<file path="config.mk">
export PLATFORM = sky130hd
export DESIGN_NAME = econet_handshake_ctrl
export DESIGN_NICKNAME = d
export VERILOG_FILES = /design/src/rtl/econet_handshake_ctrl.sv
export SDC_FILE = /design/constraint.sdc
export NUM_CORES = 1
export LEC_CHECK = 0
export CORE_ASPECT_RATIO = 1.4
export CORE_MARGIN = 3
export CORE_UTILIZATION = 45
export CTS_CLUSTER_SIZE = 28
export DETAILED_ROUTE_END_ITERATION = 8
export GPL_TIMING_DRIVEN = 0
export PLACE_DENSITY = 0.8
export REMOVE_ABC_BUFFERS = 1
export SLEW_MARGIN = 15
export SYNTH_ARGS = -nofsm -noshare
export SYNTH_HDL_FRONTEND = slang
export SYNTH_SLANG_ARGS = --single-unit
export TNS_END_PERCENT = 100
</file>
<file path="constraint.sdc">
create_clock -name econet_clk -period 2.45 [get_ports econet_clk]
set_input_delay 0.3675 -clock econet_clk [delete_from_list [all_inputs] [get_ports econet_clk]]
set_output_delay 0.3675 -clock econet_clk [all_outputs]
set_load 0.1 [all_outputs]
</file>
<file path="src/rtl/econet_handshake_ctrl.sv">
// econet_handshake_ctrl: Econet four-way handshake (scout/ACK/data/ACK) with per-wait-state timeout.
// Optional broadcast acceptance in IDLE is enabled by defining ECONET_BROADCAST_EN.
module econet_handshake_ctrl #(
  parameter int TIMEOUT_CYCLES = 16384,
  parameter int TMR_W = 15
) (
  input  logic        econet_clk,
  input  logic        valid_rst,
  input  logic        rx_frame_valid,
  input  logic [15:0] rx_src,
  input  logic [15:0] rx_dst,
  input  logic [7:0]  rx_ctrl,
  input  logic [7:0]  rx_port,
  input  logic [7:0]  listen_port,
  input  logic        listen_any,
  output logic        tx_req,
  output logic [15:0] tx_dest,
  input  logic        tx_done,
  output logic        rx_inhibit,
  output logic        xfer_done,
  output logic        xfer_abort,
  output logic [15:0] xfer_src,
  output logic [7:0]  xfer_ctrl,
  output logic [7:0]  xfer_port,
  output logic        bcast_rx,
  output logic        busy,
  output logic [2:0]  state
);
  typedef enum logic [2:0] {
    IDLE      = 3'd0,
    SCOUT_ACK = 3'd1,
    WAIT_DATA = 3'd2,
    DATA_ACK  = 3'd3,
    WAIT_TX   = 3'd4,
    WAIT_TX2  = 3'd5
  } state_t;
  state_t cur, nxt;
  logic [TMR_W-1:0] timer, timer_nxt;
  logic tx_req_nxt, done_nxt, abort_nxt, bcast_nxt, latch;
  logic port_ok, is_bcast, waiting, expired;
  assign port_ok  = rx_port != 8'd0 && (listen_any || rx_port == listen_port);
  assign is_bcast = rx_dst == 16'hFFFF;
  assign waiting  = cur == WAIT_TX || cur == WAIT_DATA || cur == WAIT_TX2;
  assign expired  = timer == TMR_W'(TIMEOUT_CYCLES - 1);
  always_comb begin
    nxt        = cur;
    tx_req_nxt = 1'b0;
    done_nxt   = 1'b0;
    abort_nxt  = 1'b0;
    bcast_nxt  = 1'b0;
    latch      = 1'b0;
    unique case (cur)
      IDLE: if (rx_frame_valid && port_ok) begin
`ifdef ECONET_BROADCAST_EN
        latch     = 1'b1;
        bcast_nxt = is_bcast;
        nxt       = is_bcast ? IDLE : SCOUT_ACK;
`else
        latch = !is_bcast;
        nxt   = is_bcast ? IDLE : SCOUT_ACK;
`endif
      end
      SCOUT_ACK: begin
        tx_req_nxt = 1'b1;
        nxt        = WAIT_TX;
      end
      DATA_ACK: begin
        tx_req_nxt = 1'b1;
        nxt        = WAIT_TX2;
      end
      WAIT_TX: begin
        nxt       = tx_done ? WAIT_DATA : expired ? IDLE : WAIT_TX;
        abort_nxt = !tx_done && expired;
      end
      WAIT_DATA: begin
        nxt       = (rx_frame_valid && rx_src == xfer_src) ? DATA_ACK : expired ? IDLE : WAIT_DATA;
        abort_nxt = !(rx_frame_valid && rx_src == xfer_src) && expired;
      end
      WAIT_TX2: begin
        nxt       = (tx_done || expired) ? IDLE : WAIT_TX2;
        done_nxt  = tx_done;
        abort_nxt = !tx_done && expired;
      end
      default: nxt = IDLE;
    endcase
    // timer restarts on every state entry and only runs while waiting
    timer_nxt = (nxt != cur || !waiting) ? '0 : timer + 1'b1;
  end
  always_ff @(posedge econet_clk or posedge valid_rst) begin
    if (valid_rst) begin
      cur        <= IDLE;
      timer      <= '0;
      tx_req     <= 1'b0;
      tx_dest    <= '0;
      rx_inhibit <= 1'b0;
      xfer_done  <= 1'b0;
      xfer_abort <= 1'b0;
      xfer_src   <= '0;
      xfer_ctrl  <= '0;
      xfer_port  <= '0;
      bcast_rx   <= 1'b0;
      busy       <= 1'b0;
      state      <= 3'd0;
    end else begin
      cur        <= nxt;
      timer      <= timer_nxt;
      tx_req     <= tx_req_nxt;
      rx_inhibit <= nxt != IDLE && nxt != WAIT_DATA;
      xfer_done  <= done_nxt;
      xfer_abort <= abort_nxt;
      bcast_rx   <= bcast_nxt;
      busy       <= nxt != IDLE;
      state      <= nxt;
      if (tx_req_nxt) tx_dest <= xfer_src;
      if (latch) begin
        xfer_src  <= rx_src;
        xfer_ctrl <= rx_ctrl;
        xfer_port <= rx_port;
      end
    end
  end
endmodule

</file>
==> metrics.txt <==
status=finished clean; FF+latch count, synth=71; final setup fails=0; RSZ-0062 raised after global routing=false; Final #Nets=427; share of cells above drive strength 1=20.5%; post-synth cell types=36; Multi-input gate area=1460 um^2; Antenna diodes=0; clock sink total=71; Synth-to-Final Area Change=44.8%; kind of critical path=reg2out; H-tree Lvls=3; die height=107 um; number of synthesized flops with an enable pin=0; Max-slew headroom=32.5%; top cell type's share of synthesized area=53.7%; I/O pin count=118; number of global-route vias before repair=2,501; # fillers=542; CTS tree=built; Final min period=2.35 ns; # rows=36; Final Hold Fails=0; Slew @ Worst Pin=1.01 ns; DR WL/cell=15.5 um; Die ar.=8430 um^2; Post-Syn Area=3310 um^2; total number of yosys warnings=0; final slew viol count=0; Cells after Synth=242; DP HPWL=5.38 mm; Final ANT Viol Nets=0; Post-synth top cells=dfrtp_1 (71), mux2_4 (30), xor2_1 (23), mux2_2 (18), xnor2_1 (13); Cell Chain, Critical Path=clkdlybuf4s50_1; Final Skew=0.00811 ns; Die Wd=78.5 um; Yosys top cell by area=dfrtp_1; iteration-0 DRC count of the detailed router=79; port bufs=116; root buffer cell=clkbuf_8; Remaining Overflow, GRT=0; FFs w/ async S/R, synth=100%; DR vias=2,287; sequential fraction of the synthesis area=53.7%; type of the tightest min-delay check=in2async; Worst path max stage delay=1.18 ns; Reg clk slew, reported paths=0.07 ns; Fmax achieved=0.425 GHz; first-pass GRT wire length=12.0 mm; CP bufs+invs=1; Max Fanout on Critical Path=8; MaxCap Viol Count=0; Storage cell area=1780 um^2; Post-Route WL=7.23 mm; WP data arrival=1.99 ns; vias per cell=4.92; most common cell in the synthesized netlist=dfrtp_1; Mapped Avg Cell Area=13.7 um^2; largest net degree at the start of global routing=52; drt drc=0; Final Hold Slack=0.330 ns; CP endpoint kind=primary output; core area=7070 um^2; router iterations before antenna repair=4; Setup crit start kind=register; Max clock buf depth=2; Total GRT Usage=18.8%; Final Cycle Share=96.1%; Post-CTS Resized=0; Critical Path Slowest Stage Cell=clkdlybuf4s50_1; Initial Util=46.8%; clk_lat worst skew=0.34 ns; synth top area cells=dfrtp_1 (54%), mux2_4 (14%), mux2_2 (6.1%), xor2_1 (6.1%), xnor2_1 (3.4%); Main synth FF type=dfrtp_1; R2R setup slack=0.19 ns; CP top delay family=buffers and inverters; CTS buffer count=9; final weighted congestion in routability-driven placement=0.741; Critical Path RT=2.08 ns; initial antenna violation count=0
## state kept, by name, indices dropped and copies added, names as in the netlist
name	flops
xfer_abort	1
xfer_done	1
timer	15
cur	3
xfer_src	16
xfer_port	8
rx_inhibit	1
xfer_ctrl	8
tx_req	1
tx_dest	16
busy	1
## path summary, 6_finish.rpt
kind,from,end,cells past startpoint
max,cur[0]$_DFF_PP0_,state[0],1
min,valid_rst,xfer_ctrl[1]$_DFFE_PP0P_,2
max reg2reg,cur[2]$_DFF_PP0_,xfer_src[15]$_DFFE_PP0P_,5
min reg2reg,timer[0]$_DFF_PP0_,timer[0]$_DFF_PP0_,1
max in group asynchronous,valid_rst,timer[11]$_DFF_PP0_,3
min in group econet_clk,timer[0]$_DFF_PP0_,timer[0]$_DFF_PP0_,1
## cells by family after synthesis
| logic type | Yosys count | share of synthesized area [%] |
|---|---|---|
| XOR/XNOR | 36 | 9.53 |
| AND/OR/NAND/NOR | 68 | 12.1 |
| buffers and inverters | 10 | 2.42 |
| multiplexers | 48 | 19.8 |
| AO/OA/AOI/OAI | 7 | 1.97 |
| flip-flops | 71 | 53.7 |
| adder cells (fa/ha/maj) | 1 | 0.378 |
| other | 1 | 0.113 |
## cell usage in the layout, fill, tap and decap left out, types with 8 or more instances in the layout
cell type        count
clkbuf_8            11
clkdlybuf4s50_1    116
dfrtp_1             71
mux2_2              18
mux2_4              30
nand2_1              9
nand4_1              8
nor2_1              12
nor3_1               8
xnor2_1             13
xor2_1              23
## cell type report
class / instances / share of cell area [%]
Tap cell: 95 / 2.48
Clock inverter: 4 / 0.418
Multi-Input combinational cell: 161 / 30.5
Inverter: 2 / 0.209
Timing Repair Buffer: 120 / 26.1
Sequential cell: 71 / 37.1
Clock buffer: 12 / 3.24
## repair_timing
item / in CTS / in global routing
endpoints found under the setup margin: 0 / 16
hold buffers: 0 / 0
buffers inserted: 0 / 1
## per-layer routing
metal  GRT usage, %  share of wire (%)  vias up
li1               -                  -     1094
met1           21.5                 40     1119
met2           31.9                 53       62
met3           6.70                4.7       12
met4           7.75                1.9        0
met5              0                  0        -
## per-stage QoR
| step | area (um^2) | utilization, % | setup TNS [ns] | setup WS [ns] | instances |
|---|---|---|---|---|---|
| finish | 4790 | 67.7 | 0 | 0.0967 | 465 |
| global route | 4790 | 67.7 | 0 | 0.0110 | 465 |
| CTS | 4770 | 67.4 | 0 | 0.0686 | 464 |
| detailed placement | 4590 | 65.0 | -7.95 | -0.311 | 448 |
| global placement | 4510 | 63.8 | -99.69 | -1.30 | 445 |
| floorplan | 3230 | - | -8.31 | -0.285 | 234 |
Power is left out: the tool's default activity adds up to more than one toggle a clock period on the data nets, which glitch-free logic cannot reach.
